==> src/rtl/tempo_step_sequencer.sv <==
// Beat-driven step sequencer: walks a pattern RAM on each prescaler beat, issues
// note requests over valid/ready, and applies tempo changes on beat boundaries.
module tempo_step_sequencer #(
    parameter  int STEPS       = 16,
    parameter  int NOTE_W      = 8,
    parameter  int BPM_MIN     = 40,
    parameter  int BPM_MAX     = 240,
    parameter  int DEFAULT_BPM = 120,
    localparam int IDX_W       = $clog2(STEPS)
) (
    input  logic              CLK,
    input  logic              nRST,
    input  logic              start,
    input  logic              stop,
    input  logic [7:0]        bpm_req,
    input  logic              bpm_load,
    output logic [7:0]        bpm_out,
    input  logic              beat_clk,
    input  logic              pat_we,
    input  logic [IDX_W-1:0]  pat_addr,
    input  logic [NOTE_W:0]   pat_wdata,
    output logic              note_valid,
    input  logic              note_ready,
    output logic [NOTE_W-1:0] note_code,
    output logic [IDX_W-1:0]  step_idx,
    output logic              running,
    output logic              overrun
);

    typedef enum logic [1:0] {
        IDLE,
        ARM,
        RUN
    } state_t;

    state_t state_q, state_d;

    logic              beat_meta, beat_sync, beat_prev;
    logic              beat_evt;
    logic              start_go;
    logic              step_go;
    logic [IDX_W-1:0]  next_idx;
    logic              sched_q;
    logic [NOTE_W:0]   rd_q;
    logic [NOTE_W:0]   mem [STEPS];
    logic [7:0]        pend_bpm;
    logic              pend_q;
    logic              bpm_copy;
    logic              sched_note;

    function automatic logic [7:0] clamp_bpm(input logic [7:0] v);
        if (v < 8'(BPM_MIN))
            return 8'(BPM_MIN);
        else if (v > 8'(BPM_MAX))
            return 8'(BPM_MAX);
        else
            return v;
    endfunction

    // Two flops resolve metastability; the third detects the rising edge.
    always_ff @(posedge CLK or negedge nRST) begin
        if (!nRST) begin
            beat_meta <= 1'b0;
            beat_sync <= 1'b0;
            beat_prev <= 1'b0;
        end else begin
            beat_meta <= beat_clk;
            beat_sync <= beat_meta;
            beat_prev <= beat_sync;
        end
    end

    assign beat_evt = beat_sync & ~beat_prev;
    assign start_go = (state_q == IDLE) & start & ~stop;
    assign step_go  = beat_evt & (state_q != IDLE) & ~stop;
    assign next_idx = (state_q == ARM) ? '0 : step_idx + 1'b1;
    assign running  = (state_q != IDLE);

    always_ff @(posedge CLK or negedge nRST) begin
        if (!nRST)
            state_q <= IDLE;
        else
            state_q <= state_d;
    end

    // NOTE: next-state is assigned a default first so no path leaves it unassigned (no latch).
    always_comb begin
        state_d = state_q;
        if (stop) begin
            state_d = IDLE;
        end else begin
            case (state_q)
                IDLE:    if (start)    state_d = ARM;
                ARM:     if (beat_evt) state_d = RUN;
                RUN:     state_d = RUN;
                default: state_d = IDLE;
            endcase
        end
    end

    // NOTE: pattern storage and its read register carry no reset; contents survive nRST.
    always_ff @(posedge CLK) begin
        if (pat_we)
            mem[pat_addr] <= pat_wdata;
        if (step_go)
            rd_q <= mem[next_idx];
    end

    always_ff @(posedge CLK or negedge nRST) begin
        if (!nRST) begin
            step_idx <= '0;
            sched_q  <= 1'b0;
        end else begin
            sched_q <= step_go;
            if (stop)
                step_idx <= '0;
            else if (step_go)
                step_idx <= next_idx;
        end
    end

    // Pending tempo reaches the prescaler immediately when idle, else on the beat.
    assign bpm_copy = pend_q & ((state_q == IDLE) | step_go);

    always_ff @(posedge CLK or negedge nRST) begin
        if (!nRST) begin
            bpm_out  <= 8'(DEFAULT_BPM);
            pend_bpm <= 8'(DEFAULT_BPM);
            pend_q   <= 1'b0;
        end else begin
            if (bpm_copy)
                bpm_out <= pend_bpm;
            if (bpm_load) begin
                pend_bpm <= clamp_bpm(bpm_req);
                pend_q   <= 1'b1;
            end else if (bpm_copy) begin
                pend_q <= 1'b0;
            end
        end
    end

    assign sched_note = sched_q & rd_q[NOTE_W] & ~stop;

    always_ff @(posedge CLK or negedge nRST) begin
        if (!nRST) begin
            note_valid <= 1'b0;
            note_code  <= '0;
            overrun    <= 1'b0;
        end else begin
            if (stop) begin
                note_valid <= 1'b0;
            end else if (sched_note) begin
                note_valid <= 1'b1;
                note_code  <= rd_q[NOTE_W-1:0];
            end else if (note_valid && note_ready) begin
                note_valid <= 1'b0;
            end

            if (start_go)
                overrun <= 1'b0;
            else if (sched_note && note_valid && !note_ready)
                overrun <= 1'b1;
        end
    end

endmodule

==> config.mk <==
export PLATFORM = sky130hd
export DESIGN_NAME = tempo_step_sequencer
export DESIGN_NICKNAME = d
export VERILOG_FILES = /design/src/rtl/tempo_step_sequencer.sv
export SDC_FILE = /design/constraint.sdc
export NUM_CORES = 1
export LEC_CHECK = 0
export CORE_MARGIN = 2
export CORE_UTILIZATION = 50
export DETAILED_ROUTE_END_ITERATION = 16
export HOLD_SLACK_MARGIN = 0.12
export PLACE_DENSITY_LB_ADDON = 0.3
export SLEW_MARGIN = 5
export SYNTH_ARGS = -nofsm -noshare
export SYNTH_HDL_FRONTEND = slang
export SYNTH_SLANG_ARGS = --single-unit
==> constraint.sdc <==
create_clock -name CLK -period 5.9 [get_ports CLK]
set_clock_uncertainty 0.05 [all_clocks]
set_input_delay 1.475 -clock CLK [delete_from_list [all_inputs] [get_ports CLK]]
set_output_delay 1.475 -clock CLK [all_outputs]
set_load 0.1 [all_outputs]
Word-level counts from Yosys, hierarchy flattened
Memory sizes are Yosys's and may differ from the RTL's. A register that Yosys moved wholly into a read port is not among the register bits.
Index checks and enable logic that the tools add are counted.
Word-level totals
  flip-flop bits (word level): 37
  RAM bits: 144
  bits of input ports: 29
  output and inout bits: 23
  logic and storage cells: 61
  memories: 1
Cells by class
  add/sub/neg operators: 1
  magnitude comparators: 2
  equality and inequality tests: 4
  mux-type cells: 18
  bitwise logic cells: 11
  reduce and logical (&&, ||, !) cells: 12
Memory list
  mem: words 16, width 9, read ports 1, clocked after Yosys merged registers in 1, wr ports 1, RTL line 45  | logic [NOTE_W:0] mem [STEPS];
Operator list (count)
  8-bit two-way mux: 2
  4-bit two-way mux: 3
  1-bit two-way mux: 9
  1-bit bitwise AND: 8
  8-bit greater-than comparator (second input constant): 1
  8-bit by 6-bit less-than comparator with 1-bit output (second input constant): 1
  2-bit nonzero test: 4
  2-bit two-way mux: 3
  3-bit != test (second input constant): 2
  2-bit case mux with 3 select lines: 1
  4-bit by 1-bit adder with 4-bit output (second input constant): 1
  2-bit AND reduction: 2
  1-bit logical AND: 3
  3-bit nonzero test: 1
  2-bit by 1-bit == test with 1-bit output (second input constant): 1
  2-bit == test (second input constant): 1
  2-bit logical NOT: 1
  1-bit inverter: 2
  1-bit logical NOT: 1
  1-bit bitwise OR: 1

Logic depth before layout (Yosys ltp)
Gate-level depths: netlist of run 1.
  depth in word-level cells: 8
  mapped depth: 9
  depth with buffers taken out: 6

Least setup slack after synthesis of run 1
Ideal clock, no wire load.
  path type: input port to flip-flop
  start: input port pat_addr[2]
  end: memory mem[0][0] (netlist bit), enable pin
  library setup time: 0.387 ns
  data arrival time: 2.652 ns
  data required time: 5.463 ns
  setup slack: 2.812 ns
  stages: 2
  path through: or3b_2 > nor3_1
RTL lines
  from (decl): RTL line 20  | input logic [IDX_W-1:0] pat_addr,
  to (decl): RTL line 45
Straight into the memory's write port.

Worst setup path in the final report of run 1
  start: register state_q[0]
  end: output port running
On the way
  longest elaborated chain between the ends: 1
Ends and longest elaborated chain
  from (decl): RTL line 36  | state_t state_q, state_d;
  from (signal assigned): RTL line 83  | state_q <= state_d;
  2-bit nonzero test: RTL line 77  | assign running = (state_q != IDLE);
  to (decl): RTL line 26  | output logic running,
Every way passes these cells.

==> impl_metrics.env, run 1 <==
export IMPL_status="completed"
export IMPL_worst_ep_required_time_ps=4380
export IMPL_grt_max_degree=74
export IMPL_synth_top_flop_cell="edfxtp_1"
export IMPL_ff2ff_setup_slack_ps=2600
export IMPL_die_area_um2=16500
export IMPL_p_sw_frac=0.324
export IMPL_route_detailed_drc=0
export IMPL_area_growth_pct=15.7
export IMPL_track_usage=0.209
export IMPL_grt_pass1_vias=4488
export IMPL_period_share=0.671
export IMPL_core_area_um2=15200
export IMPL_clk_transition_reported_paths_ps=70
export IMPL_hold_viol=0
export IMPL_placed_area_um2=8390
export IMPL_diodes=0
export IMPL_io_buffers=51
export IMPL_timing_worst_setup_path_type="register to primary output"
export IMPL_synth_area_um2=7760
export IMPL_yosysUniqueCellTypes=35
export IMPL_async_flop_share=0.195
export IMPL_r2r_end="rd_q[6]"
export IMPL_routed_wl_mm=16.2
export IMPL_initialDrtViolationCount=471
export IMPL_hold_depth=0
export IMPL_fin_crit_ps=3960
export IMPL_synth_area_leaders="edfxtp_1 (59%), dfrtp_1 (9.3%), mux2_2 (6.5%)"
export IMPL_synth_edf_count=153
export IMPL_holdWs_ps=308
export IMPL_ios=52
export IMPL_combPwrFrac=0.233
export IMPL_grt_ovfl_total=0
export IMPL_worst_setup_path_start_kind="register"
export IMPL_power_density_nw_per_um2=391
export IMPL_vias_per_cell=6.11
export IMPL_cts_inserted_buffers=17
export IMPL_rsz0062_at_grt="false"
export IMPL_syn_inst=503
export IMPL_syn_avg_cell_area_um2=15.4
export IMPL_grt_pass1_wl_mm=25.4
export IMPL_post_synth_top_area_cell="edfxtp_1"
export IMPL_fmax_mhz=253
export IMPL_ys_ff_latch=190
export IMPL_die_w_um=129
export IMPL_antenna_left=0
export IMPL_min_from="beat_meta"
export IMPL_crit_path_max_fanout=9
export IMPL_worst_skew_pair_late_latency_ps=440
export IMPL_post_cts_setup_buffers=0
export IMPL_maxSlewHeadroom=0.210
export IMPL_die_y_um=129
export IMPL_clock_sinks=190
export IMPL_arrival_ps=2440
export IMPL_setup_viol=0
export IMPL_worstRegToRegCells=6
export IMPL_slew_violations=0
export IMPL_leakage_nw=2.95
export IMPL_fin_setup_tns_ps=0
export IMPL_rows=45
export IMPL_gp_congestion=0.823
export IMPL_nets=575
export IMPL_post_route_cell_area_um2=8980
export IMPL_internal_power_w=0.00238
export IMPL_clock_path_buffers=2
export IMPL_cts_htree_levels=4
export IMPL_power_switching_w=0.00114
export IMPL_synth_net_count=535
export IMPL_min_to="beat_sync"
export IMPL_maxCapViolCount=0
export IMPL_wire_per_inst_um=21.7
export IMPL_cts_resized=0
export IMPL_crit_path_end_kind="primary output"
export IMPL_antenna_found_initial=0
export IMPL_drt_pass1_iter_count=5
export IMPL_clockRootBuffer="clkbuf_16"
export IMPL_yosys_warnings=0
export IMPL_ir_drop_mv=0.242
export IMPL_ys_seq_area_frac=0.712
export IMPL_hold_path_class="register to register"
export IMPL_cts_tree="done"
export IMPL_tightest_slew_ps=1180
export IMPL_initial_core_util=0.511
export IMPL_worstReg2RegStart="step_idx[0]"
export IMPL_vias=4543
export IMPL_hpwl_mm=10.2
export IMPL_yosysMostFrequentCell="edfxtp_1"
export IMPL_synthTopCellsByCount="edfxtp_1 (153), a211oi_1 (55), mux2_2 (45), o21a_1 (36), dfrtp_1 (29)"
export IMPL_placed_cells=712
export IMPL_synth_top_area_frac=0.592
export IMPL_seq_power_share=0.449
export IMPL_hold_buffers=0
export IMPL_instances_no_fill=744
export IMPL_fin_util=0.591
export IMPL_drive_gt1_frac=0.180
export IMPL_clockPowerShare=0.318
metrics by stage:
step                setup slack (ps)  power (W)
CTS                             1930    0.00352
finish                          1940    0.00351
floorplan                       2810    0.00220
global route                    1850    0.00364
global placement                2180    0.00241
detailed placement              2060    0.00242
kinds of logic (layout without fill, tap and decap cells):
family                   after synthesis  count (layout)  share of synthesized area
flip-flops                           190             190                      0.712
AO/OA/AOI/OAI                        154             154                      0.144
AND/OR/NAND/NOR                       65              65                     0.0442
multiplexers                          46              46                     0.0666
buffers and inverters                 43              96                     0.0248
adder cells (fa/ha/maj)                3               3                    0.00484
XOR/XNOR                               2               2                    0.00322
power by group through the flow:
stage	combinational [W]	sequential [W]	clock, W
floorplan	0.000310	0.00189	0
global placement	0.000806	0.00160	0
detailed placement	0.000817	0.00161	0
CTS	0.000821	0.00158	0.00113
global route	0.000863	0.00158	0.00119
finish	0.000819	0.00158	0.00112
per-layer routing:
metal / part of all wire / wire length (µm) / global-route usage / vias to the layer above
li1: - / - / - / 2083
met1: 0.42 / 6850 / 0.271 / 2237
met2: 0.49 / 7850 / 0.342 / 191
met3: 0.065 / 1050 / 0.0553 / 32
met4: 0.025 / 407 / 0.0793 / 0
met5: 0 / 0 / 0 / -
registers in the layout (all words and copies together), names as in the netlist:
signal      count
mem           144
rd_q            9
bpm_out         8
note_code       8
pend_bpm        8
step_idx        4
state_q         2
beat_meta       1
beat_prev       1
beat_sync       1
note_valid      1
overrun         1
pend_q          1
sched_q         1
how the worst max path moves through the flow:
stage,startpoint,to,slack (ps),cells after the start
6_report,state_q[0],running,1940,4
5_1_grt,state_q[0],running,1850,4
4_1_cts,state_q[0],running,1930,4
3_5_place_dp,pat_we,mem[0][5],2060,3
3_3_place_gp,pat_we,mem[0][4],2180,3
2_1_floorplan,pat_addr[2],mem[0][0],2810,2
cell usage in the layout (no fill, tap or decap), drive strengths merged, types with 3 or more instances in the layout:
cell type and n:
clkinv 5, clkinvlp 3, mux2 45, nand2b 6
dfstp 8, ha 3, clkdlybuf4s50 50, nand2 6
nor3 5, o22ai 18, o32ai 18, inv 13
nor2b 20, edfxtp 153, nand3 3, dfrtp 29
buf 7, clkbuf 17, a211oi 55, nor2 20
nand3b 3, o21ai 11, a22o 3, a21oi 8
o21a 36
final cells by class:
| cell class | count | area (µm²) |
|---|---|---|
| Sequential cell | 190 | 5530 |
| Tap cell | 188 | 235 |
| Timing Repair Buffer | 57 | 551 |
| Multi-Input combinational cell | 270 | 2060 |
| Fill cell | 1146 | 6220 |
| Clock buffer | 17 | 425 |
| Inverter | 7 | 26.3 |
| Clock inverter | 15 | 156 |
worst max-delay path, cell delays in order (launching register included):
cell and delay, ps:
dfrtp_1 380, inv_1 50, ha_1 290, inv_1 140, clkdlybuf4s50_1 1140
(Power assumes the default switching activity.)
==> run 2: changes to the inputs <==
==> constraint.sdc (replaced) <==
create_clock -name CLK -period 3.9 [get_ports CLK]
set_clock_uncertainty 0.05 [all_clocks]
set_input_delay 0.975 -clock CLK [delete_from_list [all_inputs] [get_ports CLK]]
set_output_delay 0.975 -clock CLK [all_outputs]
set_load 0.1 [all_outputs]
==> run 2 against run 1 <==
  * Clock-buffer cell count unchanged
  * Highest routed layer unchanged
  * Largest cell class unchanged
  * Sequential share of layout area shrank 0.49 points
  * Register-to-register slack worse by 1600 ps
==> impl_metrics.env, run 2 (synthesis gave the netlist of run 1 again) <==
export IMPL_clock_path_buffers=2
export IMPL_wire_per_inst_um=22.0
export IMPL_area_growth_pct=16.6
export IMPL_worst_skew_pair_late_latency_ps=440
export IMPL_drt_pass1_iter_count=6
export IMPL_placed_cells=720
export IMPL_clockPowerShare=0.330
export IMPL_instances_no_fill=752
export IMPL_crit_path_max_fanout=48
export IMPL_min_to="beat_sync"
export IMPL_rsz0062_at_grt="false"
export IMPL_drive_gt1_frac=0.190
export IMPL_grt_pass1_wl_mm=25.0
export IMPL_nFillCells=1136
export IMPL_worst_setup_path_start_kind="register"
export IMPL_ir_drop_mv=0.347
export IMPL_met1_usage=0.280
export IMPL_hold_path_class="register to register"
export IMPL_gp_congestion=0.865
export IMPL_grt_ovfl_total=0
export IMPL_ios=52
export IMPL_period_share=0.838
export IMPL_tightest_slew_ps=1000
export IMPL_met2_usage=0.328
export IMPL_die_area_um2=16500
export IMPL_vias_per_cell=6.10
export IMPL_busiest_layer="met2"
export IMPL_status="completed"
export IMPL_use_met3=0.0565
export IMPL_largest_reg_flops=144
export IMPL_initialDrtViolationCount=573
export IMPL_maxCapViolCount=0
export IMPL_fmax_mhz=306
export IMPL_hold_viol=0
export IMPL_diodes=0
export IMPL_regArea_um2=5530
export IMPL_worstRegToRegCells=6
export IMPL_vias=4589
export IMPL_p_sw_frac=0.313
export IMPL_post_place_ws_ps=870
export IMPL_multiInputGateArea_um2=2050
export IMPL_cts_resized=0
export IMPL_power_density_nw_per_um2=598
export IMPL_clock_sinks=190
export IMPL_timing_final_ws_setup_ps=633
export IMPL_nets=583
export IMPL_layout_commonest_cell="edfxtp_1"
export IMPL_internal_power_w=0.00372
export IMPL_worstReg2RegStart="state_q[1]"
export IMPL_slew_violations=0
export IMPL_hold_depth=0
export IMPL_seq_power_share=0.439
export IMPL_largest_registers="mem x144, rd_q x9"
export IMPL_antenna_found_initial=0
export IMPL_grt_pass1_vias=4451
export IMPL_antenna_left=0
export IMPL_fin_crit_ps=3270
export IMPL_track_usage=0.208
export IMPL_die_y_um=129
export IMPL_placed_area_um2=8440
export IMPL_arrival_ps=2240
export IMPL_post_route_cell_area_um2=9050
export IMPL_maxSlewHeadroom=0.330
export IMPL_hpwl_mm=10.1
export IMPL_ff2ff_setup_slack_ps=960
export IMPL_die_w_um=129
export IMPL_route_detailed_drc=0
export IMPL_core_area_um2=15200
export IMPL_clk_transition_reported_paths_ps=70
export IMPL_routed_wl_mm=16.6
export IMPL_rows=45
export IMPL_leakage_nw=3.01
export IMPL_cts_tree="done"
export IMPL_min_from="beat_meta"
export IMPL_cts_htree_levels=4
export IMPL_fin_setup_tns_ps=0
export IMPL_hold_buffers=0
export IMPL_cts_inserted_buffers=17
export IMPL_timing_worst_setup_path_type="register to primary output"
export IMPL_post_cts_setup_buffers=0
export IMPL_worst_ep_required_time_ps=2870
export IMPL_grt_max_degree=58
export IMPL_combPwrFrac=0.231
export IMPL_crit_path_end_kind="primary output"
export IMPL_final_cell_mix="edfxtp_1 (153), a211oi_1 (55), clkdlybuf4s50_1 (48)"
export IMPL_initial_core_util=0.511
export IMPL_io_buffers=51
export IMPL_power_switching_w=0.00169
export IMPL_clockRootBuffer="clkbuf_16"
export IMPL_r2r_end="rd_q[5]"
export IMPL_setup_viol=0
export IMPL_largest_register="mem"
## run 2: changes by cell type in the layout (fill, tap and decap cells not counted), moves of 2 or more
cell / previous run / this run
buf_4: 6 / 16
bufinv_16: 1 / 3
nor3_2: 2 / 0
clkdlybuf4s50_1: 50 / 48
nor3_1: 3 / 5
## run 2: layout make-up
class / count / area share
timing repair buffer: 65 / 0.0669
multi-input combinational: 270 / 0.226
sequential: 190 / 0.611
tap: 188 / 0.0260
inverter: 7 / 0.00290
clock inverter: 15 / 0.0203
clock buffer: 17 / 0.0470
## run 2: worst max-delay path, stage by stage (launching register included)
cell and delay, ps:
dfrtp_2 370, buf_4 450, buf_4 550, buf_4 400
## run 2: per-layer routing
| layer | vias to the layer above | part of all wire |
|---|---|---|
| met3 | 28 | 0.076 |
| met1 | 2265 | 0.43 |
| met5 | - | 0 |
| li1 | 2086 | - |
| met2 | 210 | 0.47 |
| met4 | 0 | 0.022 |
## run 2: power by group through the flow
stage / logic [W] / clock network, W / registers, W
3_3_place_gp: 0.00123 / 0 / 0.00241
2_1_floorplan: 0.000470 / 0 / 0.00286
3_5_place_dp: 0.00124 / 0 / 0.00242
5_1_grt: 0.00131 / 0.00188 / 0.00239
4_1_cts: 0.00125 / 0.00180 / 0.00238
6_report: 0.00125 / 0.00178 / 0.00238
## run 2: worst max-delay path by stage
stage / slack (ps) / startpoint / to
6_report: 630 / step_idx[0] / step_idx[0]
5_1_grt: 530 / step_idx[0] / step_idx[0]
4_1_cts: 650 / step_idx[0] / step_idx[0]
3_5_place_dp: 870 / pat_we / mem[3][5]
3_3_place_gp: 910 / pat_we / mem[3][5]
2_1_floorplan: 1260 / step_idx[0] / rd_q[0]
## run 2: stage by stage
step	util	hold WS (ps)	power (W)
final	0.596	307	0.00541
after global routing	0.596	312	0.00558
after CTS	0.596	309	0.00543
after detailed placement	0.555	288	0.00366
after global placement	0.555	295	0.00364
after floorplan	-	281	0.00333
==> variant (flow settings as in run 1) <==
Make the reset (`nRST`) synchronous in 5 clocked blocks.
--- a/src/rtl/tempo_step_sequencer.sv
+++ b/src/rtl/tempo_step_sequencer.sv
@@ -58,7 +58,7 @@
     endfunction
 
     // Two flops resolve metastability; the third detects the rising edge.
-    always_ff @(posedge CLK or negedge nRST) begin
+    always_ff @(posedge CLK) begin
         if (!nRST) begin
             beat_meta <= 1'b0;
             beat_sync <= 1'b0;
@@ -76,7 +76,7 @@
     assign next_idx = (state_q == ARM) ? '0 : step_idx + 1'b1;
     assign running  = (state_q != IDLE);
 
-    always_ff @(posedge CLK or negedge nRST) begin
+    always_ff @(posedge CLK) begin
         if (!nRST)
             state_q <= IDLE;
         else
@@ -106,7 +106,7 @@
             rd_q <= mem[next_idx];
     end
 
-    always_ff @(posedge CLK or negedge nRST) begin
+    always_ff @(posedge CLK) begin
         if (!nRST) begin
             step_idx <= '0;
             sched_q  <= 1'b0;
@@ -122,7 +122,7 @@
     // Pending tempo reaches the prescaler immediately when idle, else on the beat.
     assign bpm_copy = pend_q & ((state_q == IDLE) | step_go);
 
-    always_ff @(posedge CLK or negedge nRST) begin
+    always_ff @(posedge CLK) begin
         if (!nRST) begin
             bpm_out  <= 8'(DEFAULT_BPM);
             pend_bpm <= 8'(DEFAULT_BPM);
@@ -141,7 +141,7 @@
 
     assign sched_note = sched_q & rd_q[NOTE_W] & ~stop;
 
-    always_ff @(posedge CLK or negedge nRST) begin
+    always_ff @(posedge CLK) begin
         if (!nRST) begin
             note_valid <= 1'b0;
             note_code  <= '0;
Behaviour: differs if nRST is asserted again (counterexample within 4 cycles, from zero or initial values and one cycle with nRST low); with nRST held inactive, the same outputs for 10 cycles.
==> variant against run 1 <==
- utilization fell by 0.27 points
- critical path depth did not move
- sequential cell count did not move
- worst setup slack improved by 78 ps
- area after synthesis fell by 0.97%
- count of clock-buffer cells in the layout rose by 3
- design area fell by 1.2%
- routed wire length fell by 1.4%
- largest cell class unchanged
Power is not compared: it rests on default switching activity, and its combinational part moved more than twofold at a synthesized area within 25%.
==> variant: results (changes against run 1) <==
filler cell count=1163 (+1.5%); Synth cell types=42 (+20%); Nets=615 (+7.0%); Avg Inst Size Synth=14.19 sq um (-8.1%); first-pass GRT wire length=25060 microns (-1.5%); post-DP HPWL=10290 microns (+0.69%); Async S/R FF share, synth=0 (-0.1947); ranking of synthesized cells by area=edfxtp_1, dfxtp_1, a211oi_1; Seq/Total Area, Yosys=0.6939 (-0.01843); clk_buf instances=20 (+3); internal reg-to-reg setup slack=2580 ps (-20 ps); commonest cells in the synthesized netlist=edfxtp_1, a211oi_1, dfxtp_1, o21a_1, nand2_1; multiplexer area fraction after synthesis=0.05386 (-0.01269); Net Switching=0.5884 mW; Worst Setup SP=state_q[0]$_SDFFE_PP0P_; Starting DRT DRC Count=328 (-30%); gr usage total=0.2066 (-0.002346); Post-Route WL=15930 microns (-1.4%); area share of fa/ha/maj cells after synthesis=0.006509 (+0.001675); fraction of area in multi-input gates=0.2407 (+0.01180); largest net degree at the start of global routing=95 (+28%); compound-cell area share of the yosys netlist=0.1466 (+0.002546); Inverters=8 (+1); pre-CTS worst setup slack=2046 ps (-9.200 ps); worst r2r src=step_idx[0]$_SDFFE_PP0P_; multi-input gate count=307 (+14%); outcome=finished clean; Synthesized Nets=575 (+7.5%); NonClk Buf Share=0.06345 (+0.002153); worst-path fanout max=5 (-4); vias per cell=5.936 (-2.8%); R2R depth=7 (+1); register area=5336 sq um (-3.5%); DP Cell Count=751 (+5.5%); Avg WL per Cell=20.34 microns (-6.3%); Synth Area in XOR/XNOR=0.002278 (-0.0009449); htree depth=4 (unchanged); vias in the first global route=4683 (+4.3%); bufs w/o clock=58 (+1.8%); post-CTS sizing=0 (unchanged); share of layout cells above drive strength 1=0.1176 (-0.06221); relative slew slack=0.1589 (-0.05114); Clock Network Area Fraction=0.06458 (-0.0002015); GPL Wtd Cong=0.8509 (+3.4%)
-- variant: per-layer routing --
metal,up-vias,global-route usage,part of all wire
met5,-,0,0
met2,178,0.3441,0.50
met4,0,0.1086,0.033
met1,2240,0.2557,0.41
met3,39,0.04257,0.054
li1,2191,-,-
-- variant: worst min path at each step --
stage               cells after the start                 start              endpoint  slack (ps)
floorplan                               1  beat_meta$_SDFF_PN0_  beat_sync$_SDFF_PN0_         360
global placement                        1  beat_meta$_SDFF_PN0_  beat_sync$_SDFF_PN0_         380
detailed placement                      1  beat_meta$_SDFF_PN0_  beat_sync$_SDFF_PN0_         380
CTS                                     1  beat_meta$_SDFF_PN0_  beat_sync$_SDFF_PN0_         390
global route                            1  beat_meta$_SDFF_PN0_  beat_sync$_SDFF_PN0_         420
finish                                  1  beat_meta$_SDFF_PN0_  beat_sync$_SDFF_PN0_         390
-- variant: power by group through the flow --
stage	registers [mW]	clock network, mW	logic, mW
2_1_floorplan	1.52	0	0.0801
3_3_place_gp	1.51	0	0.156
3_5_place_dp	1.51	0	0.159
4_1_cts	1.48	1.10	0.160
5_1_grt	1.48	1.16	0.173
6_report	1.48	1.09	0.160
-- variant: through the flow --
stage,instance area [sq um],util,hold WS [ps]
2_1_floorplan,7689,-,361.9
4_1_cts,8874,0.5881,393.4
5_1_grt,8874,0.5881,424.0
3_3_place_gp,8300,0.5501,380.5
3_5_place_dp,8300,0.5501,378.8
6_report,8874,0.5881,389.9
-- variant: kinds of logic (layout without fill, tap and decap cells) --
| kind of cell | after synthesis | after routing |
|---|---|---|
| flip-flops | 190 | 190 |
| AO/OA/AOI/OAI | 155 | 155 |
| AND/OR/NAND/NOR | 108 | 108 |
| buffers and inverters | 45 | 98 |
| multiplexers | 38 | 38 |
| adder cells (fa/ha/maj) | 4 | 4 |
| XOR/XNOR | 2 | 2 |
